<file path="config.mk">
export PLATFORM = sky130hd
export DESIGN_NAME = irq_timer
export DESIGN_NICKNAME = d
export VERILOG_FILES = /design/src/rtl/irq_timer.sv
export SDC_FILE = /design/constraint.sdc
export NUM_CORES = 1
export LEC_CHECK = 0
export CAP_MARGIN = 20
export CORE_UTILIZATION = 53
export CTS_CLUSTER_DIAMETER = 50
export CTS_CLUSTER_SIZE = 14
export DETAILED_ROUTE_END_ITERATION = 16
export HOLD_SLACK_MARGIN = 0.06
export PLACE_DENSITY = 0.89
export SYNTH_ARGS = -nofsm -noshare
export SYNTH_HDL_FRONTEND = slang
export SYNTH_SLANG_ARGS = --single-unit
</file>
<file path="constraint.sdc">
create_clock -name clk -period 3.15 [get_ports clk]
set_input_delay 0.4725 -clock clk [delete_from_list [all_inputs] [get_ports clk]]
set_output_delay 0.4725 -clock clk [all_outputs]
set_load 0.01 [all_outputs]
</file>
<file path="src/rtl/irq_timer.sv">
// rtl/irq_timer.sv - memory-mapped down-counting timer with one-shot and auto-reload interrupt modes
// Registers: CTRL {IM, Mode[1:0], Enable}, PRESET, COUNT (read-only); IRQ = irq_flag & IM.
module irq_timer #(
  parameter int          CNT_W        = 32,
  parameter logic [31:0] RESET_PRESET = 32'h0
) (
  input  logic        clk,
  input  logic        reset,
  input  logic [1:0]  Addr,
  input  logic        WE,
  input  logic [31:0] DIN,
  output logic [31:0] DOUT,
  output logic        IRQ
);

  typedef enum logic [1:0] {
    ST_IDLE,
    ST_LOAD,
    ST_CNT,
    ST_INT
  } state_t;

  state_t             state, state_next;
  logic [3:0]         ctrl;
  logic [CNT_W-1:0]   preset;
  logic [CNT_W-1:0]   count, count_next;
  logic               irq_flag;
  logic               set_flag, clr_flag, clr_en;
  logic               ctrl_wr, preset_wr;
  logic               enable, auto_reload;

  assign ctrl_wr     = WE && (Addr == 2'd0);
  assign preset_wr   = WE && (Addr == 2'd1);
  assign enable      = ctrl[0];
  assign auto_reload = (ctrl[2:1] == 2'b01);

  always_comb begin
    state_next = state;
    count_next = count;
    set_flag   = 1'b0;
    clr_flag   = 1'b0;
    clr_en     = 1'b0;
    case (state)
      ST_IDLE: begin
        if (enable) state_next = ST_LOAD;
      end
      ST_LOAD: begin
        count_next = preset;
        state_next = ST_CNT;
      end
      ST_CNT: begin
        if (!enable) begin
          state_next = ST_IDLE;
        end else if (count != '0) begin
          count_next = count - CNT_W'(1);
        end else begin
          set_flag   = 1'b1;
          state_next = ST_INT;
        end
      end
      ST_INT: begin
        // Software may have dropped Enable while the interrupt was pending.
        if (!auto_reload) begin
          clr_en     = 1'b1;
          state_next = ST_IDLE;
        end else begin
          clr_flag   = 1'b1;
          state_next = enable ? ST_LOAD : ST_IDLE;
        end
      end
      default: state_next = ST_IDLE;
    endcase
  end

  always_ff @(posedge clk) begin
    if (reset) begin
      state    <= ST_IDLE;
      ctrl     <= 4'h0;
      preset   <= RESET_PRESET[CNT_W-1:0];
      count    <= '0;
      irq_flag <= 1'b0;
    end else begin
      state <= state_next;
      count <= count_next;
      // Bus writes take priority over the FSM's own update of CTRL.
      if (ctrl_wr)     ctrl    <= DIN[3:0];
      else if (clr_en) ctrl[0] <= 1'b0;
      if (preset_wr) preset <= DIN[CNT_W-1:0];
      if (ctrl_wr)       irq_flag <= 1'b0;
      else if (set_flag) irq_flag <= 1'b1;
      else if (clr_flag) irq_flag <= 1'b0;
    end
  end

  always_comb begin
    DOUT = 32'h0;
    case (Addr)
      2'd0:    DOUT = {28'h0, ctrl};
      2'd1:    DOUT = 32'(preset);
      2'd2:    DOUT = 32'(count);
      default: DOUT = 32'h0;
    endcase
  end

  assign IRQ = irq_flag & ctrl[3];

endmodule
</file>
==> results of run 1 <==
## cells in the mapped netlist (2+ instances only)
cell type,count
a31oi_1,11
or3_1,5
inv_1,7
a32o_1,4
nor3b_1,3
o21ai_0,9
o32ai_1,19
nor2b_1,3
nor4_1,12
or4_1,8
a21oi_1,78
a21boi_0,5
buf_6,3
mux2i_1,8
nand4_1,8
buf_2,2
a31o_2,2
a221oi_1,2
o22ai_1,10
and4_1,3
buf_1,2
and2_1,3
nor3_1,11
o211ai_1,2
clkbuf_1,44
a22o_1,30
nand2b_1,2
nand2_1,107
nand3_1,5
dfxtp_1,71
and3_1,7
nor2_1,28
## cell usage in the layout (no fill, tap or decap), types with 3 or more instances in the layout
cell type        Yosys  final
a21boi_0             5      5
a22o_1              30     30
nor3_1              11     11
nor4_1              12     12
nor3b_1              3      3
nand2_1            107    107
and3_1               7      7
a32o_1               4      4
o32ai_1             19     19
a31oi_1             11     11
mux2i_1              8      8
buf_4                1     18
dfxtp_1             71     71
or4_1                8      8
clkbuf_8             0      9
clkdlybuf4s50_1      0     68
a21oi_1             78     78
o21ai_0              9      9
and4_1               3      3
nand4_1              8      8
inv_1                7      7
clkbuf_1            44      3
or3_1                5      5
o22ai_1             10     10
nor2_1              28     28
and2_1               3      3
nand3_1              5      5
## power by group
| part | total (mW) | internal (mW) | switching (mW) | leakage, nW |
|---|---|---|---|---|
| combinational | 0.202 | 0.0936 | 0.108 | 1.02 |
| sequential | 0.929 | 0.914 | 0.0153 | 0.574 |
| clock | 0.797 | 0.445 | 0.352 | 0.104 |
## routing by layer
metal  vias up  global-route usage  part of all wire
met2       226               0.506              0.48
met5         -                   0                 0
li1       2083                   -                 -
met3        41              0.0517             0.076
met1      2064               0.395              0.41
met4         0               0.144             0.026
## state kept, by name, indices dropped and copies added (netlist names)
name      cells
count        32
preset       32
ctrl          4
state         2
irq_flag      1
## worst max-delay path by stage
stage          depth (start not counted)  startpoint  slack, ns         to
5_1_grt                                8    count[0]       0.28   count[4]
4_1_cts                                8    count[0]       0.38   count[4]
6_report                               8    count[0]       0.34   count[4]
3_3_place_gp                           5     Addr[0]       0.48    DOUT[4]
3_5_place_dp                           8    count[0]       0.39   count[3]
2_1_floorplan                          9    count[0]       0.55  count[13]
## worst max-delay path, stage by stage, from the launching register on
cell	delay, ns
dfxtp_1	0.36
inv_1	0.09
ha_1	0.19
or3b_2	0.54
or4_4	0.59
o31ai_4	0.21
buf_4	0.28
nand2_2	0.14
a32o_1	0.29
## area by class of cell
cell class / instances / area [um2]
repair buffers: 88 / 841
multi-input cells: 405 / 2360
inverters: 8 / 30.0
flip-flops and latches: 71 / 1420
fillers: 642 / 2310
clock inverters: 4 / 70.1
well taps: 99 / 124
clock buffers: 12 / 135
## logic make-up (layout without fill, tap and decap cells)
family                     Yosys count  after routing  share of synthesized area
AOI/OAI and AO/OA                  183            183                      0.309
muxes                                8              8                     0.0199
buffers and inverters               60            112                     0.0630
and+or+nand+nor                    213            213                      0.253
adders and majority gates            1              1                    0.00310
DFF                                 71             71                      0.352
==> summary.md, run 1 <==
| Metric | Value |
|---|---|
| Cell variety after synth | `54` |
| Place WS | `0.391 ns` |
| Worst setup EP type | `flop` |
| Die X | `89.2 um` |
| Largest net degree at the start of global routing | `71` |
| Syn nets | `574` |
| Post-synthesis instance total | `536` |
| Status | `finished clean` |
| Placed Cells | `671` |
| CTS H-tree lvls | `3` |
| Hold buffer count at cts | `0` |
| Routability congestion estimate | `0.901` |
| Initial antenna violation count | `0` |
| Setup Buffers After CTS | `0` |
| WL per Instance | `17.2 um` |
| Max cap viols | `0` |
| Worst r2r path cells | `8` |
| Starting Density | `0.553` |
| Setup violators final | `0` |
| Total grt overflow | `0` |
| Worst min path class | `reg -> reg` |
| Reg2reg start | `count[0]` |
| All-Layer GR Usage | `0.308` |
| Top post-synthesis cells by area | `dfxtp_1 (35%), nand2_1 (10%), a21oi_1 (9.7%), a22o_1 (6.5%), o32ai_1 (4.1%)` |
| Core box area | `7290 um2` |
| Die area | `7960 um2` |
| DR vias/cell | `6.43` |
| CTS resizes | `0` |
| Top fanout value on the critical path | `20` |
| Worst hold slack | `0.472 ns` |
| Avg Synthesized Cell Area | `7.52 um2` |
| Final-report hold violation count | `0` |
| Vias in the first global route | `4,025` |
| WP data required | `3.39 ns` |
| Post-synth EDFFs | `0` |
| Nets | `621` |
| I/O pin count | `70` |
| RSZ-0062 raised after global routing | `false` |
| Async S/R FF share, synth | `0` |
| TritonCTS Buffers | `9` |
| Area leader, netlist | `dfxtp_1` |
| Fin area | `4990 um2` |
| PwrDens | `387 nW/um2` |
| Row cnt | `31` |
| Hold Path Origin | `preset[13]` |
| Max Fclk | `356 MHz` |
| # DRC | `0` |
| Sequential fraction of the synthesis area | `0.352` |
| Max Transition Viols Final | `0` |
| Setup TNS | `0 ns` |
| Total power | `1.93 mW` |
| CTS Sinks | `71` |
| Pleak | `1.70 nW` |
| Slew margin rel. | `0.306` |
| Routed via count | `4,414` |
| Post-DP HPWL | `7680 um` |
| Layout area overhead | `23.6%` |
| Final worst slack | `0.342 ns` |
| CTS Buffer Depth | `2` |
| Root buf cell | `clkbuf_8` |
| CTS tree | `done` |
| Clk pin slew, worst setup/hold paths | `0.07 ns` |
| Setup slack, reg-to-reg | `0.34 ns` |
| Tmin final | `2.81 ns` |
| Clock Latency Late Sink | `0.36 ns` |
| Reg-to-reg endpoint | `count[4]` |
| Post-route ant nets | `0` |
| Max rail drop VDD | `0.000271 V` |
| Synth top area share | `0.352` |
| Synth Warn # | `0` |
| Main synth FF type | `dfxtp_1` |
| Tcrit/Tclk final | `0.892` |
| Drt first pass iters | `5` |
| Layout Utilization | `0.684` |
| Share of post-route cells with drive strength above 1 | `0.0782` |
| Routed Wire Length | `11,800 um` |
| Synthesis-stage register bit count | `71` |
| PortBufs | `69` |
| Worst Max-Slew Pin Slew | `1.04 ns` |
| Die Height | `89.2 um` |
| Dpl cell area | `4780 um2` |
| Worst Hold Depth | `2` |
| First-pass GRT wire length | `19,100 um` |
| CP Class | `reg -> reg` |
| Mapped cell area | `4030 um2` |
| Setup Skew | `0.00928 ns` |
| Startpoint types | `flop` |
| Finished Layout Cells | `687` |
| Crit path arrival time | `3.05 ns` |
| # diodes | `0` |
| Initial drt markers | `514` |
| WHS Endpoint | `preset[13]` |
Note: power is estimated with default switching activity, not from simulation.
==> inputs of run 2 (changes only) <==
--- a/config.mk
+++ b/config.mk
@@ -11,6 +11,7 @@
 export CTS_CLUSTER_SIZE = 14
 export DETAILED_ROUTE_END_ITERATION = 16
 export HOLD_SLACK_MARGIN = 0.06
+export MAX_ROUTING_LAYER = met4
 export PLACE_DENSITY = 0.89
 export SYNTH_ARGS = -nofsm -noshare
 export SYNTH_HDL_FRONTEND = slang
==> run 2 against run 1 <==
  * Final cell count fell by 0.29%
  * Flip-flop and latch count unchanged
  * Highest routed layer unchanged
  * Combinational power barely moved
  * Clock power is 18% lower
  * Sequential power about the same
==> summary.md, run 2 (synthesis gave the netlist of run 1 again) <==
| Metric | Value |
|---|---|
| Reg2reg start | `count[0] (unchanged)` |
| Register cell area after layout | `1420 um2 (unchanged)` |
| Leading registers by flop count | `count: 32 flops, preset: 32 flops, ctrl: 4 flops (unchanged)` |
| I/O pin count | `70 (unchanged)` |
| Reg-to-reg endpoint | `count[4] (unchanged)` |
| Tmin final | `2.84 ns (was 2.81 ns)` |
| Setup TNS | `0 ns (unchanged)` |
| Layout area overhead | `22.6% (was 23.6%)` |
| Tcrit/Tclk final | `0.903 (was 0.892)` |
| Hold Path Origin | `preset[19] (was preset[13])` |
| Combinational power share | `0.114 (was 0.105)` |
| Startpoint types | `flop (unchanged)` |
| Root buf cell | `clkbuf_8 (unchanged)` |
| Routed via count | `4,454 (was 4,414)` |
| Nets | `621 (unchanged)` |
| Share of post-route cells with drive strength above 1 | `0.0768 (was 0.0782)` |
| Worst min path class | `reg -> reg (unchanged)` |
| Status | `finished clean (unchanged)` |
| CP Cell Sequence | `inv_1, ha_1, or3b_2, or4_4, o31ai_4, buf_4, nand2_2, a32o_1 (unchanged)` |
| Setup violators final | `0 (unchanged)` |
| Worst Hold Depth | `2 (unchanged)` |
| Clk pin slew, worst setup/hold paths | `0.08 ns (was 0.07 ns)` |
| Starting Density | `0.553 (unchanged)` |
| Slew margin rel. | `0.302 (was 0.306)` |
| Row cnt | `31 (unchanged)` |
| Worst setup EP type | `flop (unchanged)` |
| Top fanout value on the critical path | `20 (unchanged)` |
| Die Height | `89.2 um (unchanged)` |
| CTS Sinks | `71 (unchanged)` |
| Total grt overflow | `0 (unchanged)` |
| # fillers | `663 (was 642)` |
| CTS Buffer Depth | `2 (unchanged)` |
| Crit path arrival time | `3.08 ns (was 3.05 ns)` |
| TritonCTS Buffers | `9 (unchanged)` |
| Max Transition Viols Final | `0 (unchanged)` |
| Psw | `456 uW (was 476 uW)` |
| Routability congestion estimate | `0.920 (was 0.901)` |
| Initial drt markers | `390 (was 514)` |
| Post-DP HPWL | `7670 um (was 7680 um)` |
| Setup slack, reg-to-reg | `0.31 ns (was 0.34 ns)` |
| RSZ-0062 raised after global routing | `false (unchanged)` |
| Post-route ant nets | `0 (unchanged)` |
| PortBufs | `69 (unchanged)` |
| Total power | `1.78 mW (was 1.93 mW)` |
| Setup Skew | `0.0102 ns (was 0.00928 ns)` |
| CP Class | `reg -> reg (unchanged)` |
| Initial antenna violation count | `0 (unchanged)` |
| Pleak | `1.68 nW (was 1.70 nW)` |
| Max Fclk | `352 MHz (was 356 MHz)` |
| Clock share of power | `0.364 (was 0.413)` |
| WL per Instance | `17.5 um (was 17.2 um)` |
| Slowest CP cell | `or4_4 (unchanged)` |
| All-Layer GR Usage | `0.319 (was 0.308)` |
| Most frequent cells in the layout | `nand2_1 (107), a21oi_1 (78), dfxtp_1 (71) (unchanged)` |
| Max cap viols | `0 (unchanged)` |
| CTS tree | `done (unchanged)` |
| # diodes | `0 (unchanged)` |
| Routed Wire Length | `12,000 um (was 11,800 um)` |
| Layout Utilization | `0.678 (was 0.684)` |
| WP data required | `3.39 ns (about the same)` |
| Die X | `89.2 um (unchanged)` |
| Max rail drop VDD | `0.000192 V (was 0.000271 V)` |
| Vias in the first global route | `4,189 (was 4,025)` |
| Area occupied by multi-input gates | `2360 um2 (unchanged)` |
| Clock Latency Late Sink | `0.35 ns (was 0.36 ns)` |
| Worst Max-Slew Pin Slew | `1.04 ns (about the same)` |
| Core box area | `7290 um2 (unchanged)` |
| Sw frac | `0.255 (was 0.247)` |
| Final-report hold violation count | `0 (unchanged)` |
| CTS resizes | `0 (unchanged)` |
| First-pass GRT wire length | `19,200 um (was 19,100 um)` |
| Internal power | `1.33 mW (was 1.45 mW)` |
| WHS Endpoint | `preset[19] (was preset[13])` |
| Die area | `7960 um2 (unchanged)` |
| CTS H-tree lvls | `3 (unchanged)` |
| Setup Buffers After CTS | `0 (unchanged)` |
| # DRC | `0 (unchanged)` |
| Largest net degree at the start of global routing | `71 (unchanged)` |
| Commonest non-fill, non-tap cell in the layout | `nand2_1 (unchanged)` |
| DR vias/cell | `6.50 (was 6.43)` |
| Drt first pass iters | `5 (unchanged)` |
| Hold buffer count at cts | `0 (unchanged)` |
| PwrDens | `361 nW/um2 (was 387 nW/um2)` |
| Worst stage delay on the critical path | `0.59 ns (about the same)` |
| Reg power frac | `0.521 (was 0.482)` |
| Worst r2r path cells | `8 (unchanged)` |
-- run 2: changes by cell type in the layout (fill, tap and decap cells not counted), sizes merged --
cell | previous run | this run
bufinv | 2 | 0
clkbuf | 12 | 13
clkinv | 3 | 2
-- run 2: per-layer routing --
metal	vias up	GRT usage	routed length (um)
met2	276	0.529	5790
met3	39	0.0379	990
met1	2068	0.386	4870
met4	0	0.156	318
met5	-	-	0
li1	2071	-	-
-- run 2: worst max path at each step --
| stage | from | endpoint | slack [ns] | cells after the start |
|---|---|---|---|---|
| 2_1_floorplan | count[0] | count[13] | 0.55 | 9 |
| 3_3_place_gp | count[0] | count[8] | 0.47 | 8 |
| 3_5_place_dp | count[0] | count[4] | 0.37 | 8 |
| 4_1_cts | count[0] | count[4] | 0.36 | 8 |
| 5_1_grt | count[0] | count[10] | 0.20 | 8 |
| 6_report | count[0] | count[4] | 0.31 | 8 |
-- run 2: area by class of cell --
cell class / count / share of cell area
clock buffer: 13 / 0.0321
clock inverter: 1 / 0.00101
inverter: 8 / 0.00607
multi-input combinational: 405 / 0.478
sequential: 71 / 0.287
tap: 99 / 0.0251
timing repair buffer: 88 / 0.170
-- run 2: critical path, delay by kind of cell, from the launching register on --
family                   cells  cell delay, ns
flip-flops                   1            0.36
adder cells (fa/ha/maj)      1            0.20
AO/OA/AOI/OAI                2            0.49
buffers and inverters        2            0.39
AND/OR/NAND/NOR              3            1.29
-- run 2: stage by stage --
| step | setup WS (ns) | cells | instance area, um2 | hold slack, ns |
|---|---|---|---|---|
| final | 0.306 | 685 | 4940 | 0.475 |
| after detailed placement | 0.369 | 671 | 4780 | 0.464 |
| after floorplan | 0.551 | 536 | 4030 | 0.444 |
| after global placement | 0.471 | 671 | 4780 | 0.460 |
| after global routing | 0.204 | 685 | 4940 | 0.498 |
| after CTS | 0.363 | 685 | 4940 | 0.473 |
-- run 2: power groups by stage --
stage	registers (mW)	clock network, mW	logic (mW)
3_5_place_dp	0.950	0	0.200
6_report	0.930	0.650	0.204
3_3_place_gp	0.949	0	0.196
2_1_floorplan	0.944	0	0.110
4_1_cts	0.929	0.651	0.202
5_1_grt	0.931	0.682	0.221
==> inputs of run 3 (changes only) <==
--- a/config.mk
+++ b/config.mk
@@ -6,13 +6,14 @@
 export NUM_CORES = 1
 export LEC_CHECK = 0
 export CAP_MARGIN = 20
-export CORE_UTILIZATION = 53
+export CORE_UTILIZATION = 45
 export CTS_CLUSTER_DIAMETER = 50
 export CTS_CLUSTER_SIZE = 14
 export DETAILED_ROUTE_END_ITERATION = 16
 export HOLD_SLACK_MARGIN = 0.06
 export MAX_ROUTING_LAYER = met4
-export PLACE_DENSITY = 0.89
+export PLACE_DENSITY = 0.79
+export RECOVER_POWER = 25
 export SYNTH_ARGS = -nofsm -noshare
 export SYNTH_HDL_FRONTEND = slang
 export SYNTH_SLANG_ARGS = --single-unit
==> run 3 against run 2 <==
  * Sequential power about the same
  * Critical path type is now in -> out
  * Maximum frequency down 0.59%
  * Sequential share of layout area down 0.29 points
  * Power up 3.9%
  * Worst setup slack worse by 0.017 ns
  * Utilization down 10 points
  * First-iteration DRC count down 16%
  * Cell area up 1.0%
==> summary.md, run 3 (synthesis gave the netlist of run 1 again) <==
| Metric | Value |
|---|---|
| Worst stage delay on the critical path | `0.67 ns (was 0.59 ns)` |
| Max rail drop VDD | `0.000185 V (was 0.000192 V)` |
| Worst min path class | `reg -> reg (unchanged)` |
| Number of cells on the critical path | `6 (was 8)` |
| CTS Sinks | `71 (unchanged)` |
| Commonest non-fill, non-tap cell in the layout | `nand2_1 (unchanged)` |
| Routed Wire Length | `11,700 um (was 12,000 um)` |
| WL per Instance | `16.8 um (was 17.5 um)` |
| CP Class | `in -> out (was reg -> reg)` |
| Nets | `624 (was 621)` |
| Routability congestion estimate | `0.877 (was 0.920)` |
| Root buf cell | `clkbuf_8 (unchanged)` |
| Share of post-route cells with drive strength above 1 | `0.0795 (was 0.0768)` |
| Die area | `9340 um2 (was 7960 um2)` |
| Startpoint types | `input port (was flop)` |
| Routed via count | `4,359 (was 4,454)` |
| Layout area overhead | `23.9% (was 22.6%)` |
| Row cnt | `34 (was 31)` |
| Setup violators final | `0 (unchanged)` |
| Total grt overflow | `0 (unchanged)` |
| M1 GR Usage | `0.316 (was 0.386)` |
| Most frequent cells in the layout | `nand2_1 (107), a21oi_1 (78), dfxtp_1 (71) (unchanged)` |
| GRT busiest layer | `met2 (unchanged)` |
| Setup Skew | `0.00516 ns (was 0.0102 ns)` |
| Worst r2r path cells | `8 (unchanged)` |
| Crit path to | `DOUT[0] (was count[4])` |
| Vias in the first global route | `4,082 (was 4,189)` |
| Drt first pass iters | `5 (unchanged)` |
| # DRC | `0 (unchanged)` |
| TritonCTS Buffers | `9 (unchanged)` |
| Largest net degree at the start of global routing | `71 (unchanged)` |
| Tcrit/Tclk final | `0.908 (was 0.903)` |
| # diodes | `0 (unchanged)` |
| I/O pin count | `70 (unchanged)` |
| Worst setup EP type | `output port (was flop)` |
| Setup slack, reg-to-reg | `0.42 ns (was 0.31 ns)` |
| Status | `finished clean (unchanged)` |
| Reg2reg start | `count[0] (unchanged)` |
| CTS H-tree lvls | `3 (unchanged)` |
| Final-report hold violation count | `0 (unchanged)` |
| Layout Utilization | `0.576 (was 0.678)` |
| CTS resizes | `0 (unchanged)` |
| Area occupied by multi-input gates | `2360 um2 (about the same)` |
| Slew margin rel. | `0.398 (was 0.302)` |
| Met2 Track Usage GR | `0.427 (was 0.529)` |
| Post-DP HPWL | `7870 um (was 7670 um)` |
| WP buf/inv | `3 (was 2)` |
| Max Fclk | `350 MHz (was 352 MHz)` |
| # fillers | `819 (was 663)` |
| Clock Latency Late Sink | `0.35 ns (about the same)` |
| First-pass GRT wire length | `19,600 um (was 19,200 um)` |
| Leading registers by flop count | `count: 32 flops, preset: 32 flops, ctrl: 4 flops (unchanged)` |
| Pleak | `1.71 nW (was 1.68 nW)` |
| Top fanout value on the critical path | `19 (was 20)` |
| CTS Buffer Depth | `2 (unchanged)` |
| Tmin final | `2.86 ns (was 2.84 ns)` |
| CTS tree | `done (unchanged)` |
| Die Height | `96.7 um (was 89.2 um)` |
| Core box area | `8680 um2 (was 7290 um2)` |
| Slowest CP cell | `dlygate4sd3_1 (was or4_4)` |
| Initial drt markers | `327 (was 390)` |
| Register cell area after layout | `1420 um2 (unchanged)` |
| Die X | `96.7 um (was 89.2 um)` |
| Clk pin slew, worst setup/hold paths | `0.07 ns (was 0.08 ns)` |
| Max Transition Viols Final | `0 (unchanged)` |
| PortBufs | `69 (unchanged)` |
| GR Util met3 | `0.0484 (was 0.0379)` |
| All-Layer GR Usage | `0.257 (was 0.319)` |
| RSZ-0062 raised after global routing | `false (unchanged)` |
| Crit path arrival time | `2.39 ns (was 3.08 ns)` |
| CP Cell Sequence | `dlygate4sd3_1, nor2b_1, buf_4, nand2_1, o21ai_0, clkdlybuf4s50_1 (was inv_1, ha_1, or3b_2, or4_4, o31ai_4, buf_4, nand2_2, a32o_1)` |
| Setup TNS | `0 ns (unchanged)` |
| Initial antenna violation count | `0 (unchanged)` |
| Post-route ant nets | `0 (unchanged)` |
| Max cap viols | `0 (unchanged)` |
| Worst Hold Depth | `2 (unchanged)` |
| Worst Setup SP | `Addr[0] (was count[0])` |
| Setup Buffers After CTS | `0 (unchanged)` |
| WP data required | `2.68 ns (was 3.39 ns)` |
| Hold buffer count at cts | `0 (unchanged)` |
| Reg-to-reg endpoint | `count[6] (was count[4])` |
| CP top delay family | `buffers and inverters (was simple AND/OR/NAND/NOR gates)` |
| DR vias/cell | `6.24 (was 6.50)` |
| Starting Density | `0.465 (was 0.553)` |
| Worst Max-Slew Pin Slew | `0.898 ns (was 1.04 ns)` |
| PwrDens | `371 nW/um2 (was 361 nW/um2)` |
run 3: cell count changes in the layout (fill, tap and decap cells not counted):
cell / before / now
buf_4: 18 / 19
clkbuf_1: 2 / 4
bufinv_16: 0 / 1
dlygate4sd3_1: 0 / 2
clkbuf_8: 11 / 10
clkdlybuf4s50_1: 68 / 66
nor2b_1: 1 / 2
and2_0: 0 / 1
and2_1: 3 / 2
nor2b_2: 2 / 1
clkinv_2: 1 / 3
run 3: how the worst min path moves through the flow:
stage                       to  slack, ns        from
detailed placement  preset[17]       0.47  preset[17]
global route        preset[21]       0.50  preset[21]
CTS                 preset[17]       0.48  preset[17]
global placement     count[13]       0.46   count[13]
finish              preset[17]       0.48  preset[17]
floorplan           preset[26]       0.44  preset[26]
run 3: layout make-up:
class | count | area share
inverter | 8 | 0.00601
timing repair buffer | 91 | 0.171
multi-input combinational | 405 | 0.473
tap | 108 | 0.0271
clock inverter | 4 | 0.00902
sequential | 71 | 0.285
clock buffer | 12 | 0.0291
run 3: metrics by stage:
step	hold slack (ns)	area [um2]	cells	total power [mW]	setup slack, ns
finish	0.478	4990	699	1.85	0.289
global route	0.499	4990	699	1.93	0.195
CTS	0.477	5000	699	1.86	0.396
detailed placement	0.467	4810	683	1.15	0.405
global placement	0.462	4810	683	1.15	0.469
floorplan	0.444	4030	536	1.05	0.551
run 3: layer usage:
layer	vias to the layer above	routed length, um	part of all wire
met5	-	0	0
met4	0	199	0.017
met3	26	771	0.066
met2	185	5780	0.49
met1	2060	4990	0.42
li1	2088	-	-
run 3: report_power, final:
part | internal (mW) | switching, mW
Clock | 0.384 | 0.340
Combinational | 0.0918 | 0.109
Sequential | 0.914 | 0.0150
run 3: worst min-delay path, delay by kind of cell (launching register included):
kind             cells  cell delay [ns]
AO/OA/AOI/OAI        1             0.05
flip-flops           1             0.33
AND/OR/NAND/NOR      1             0.06
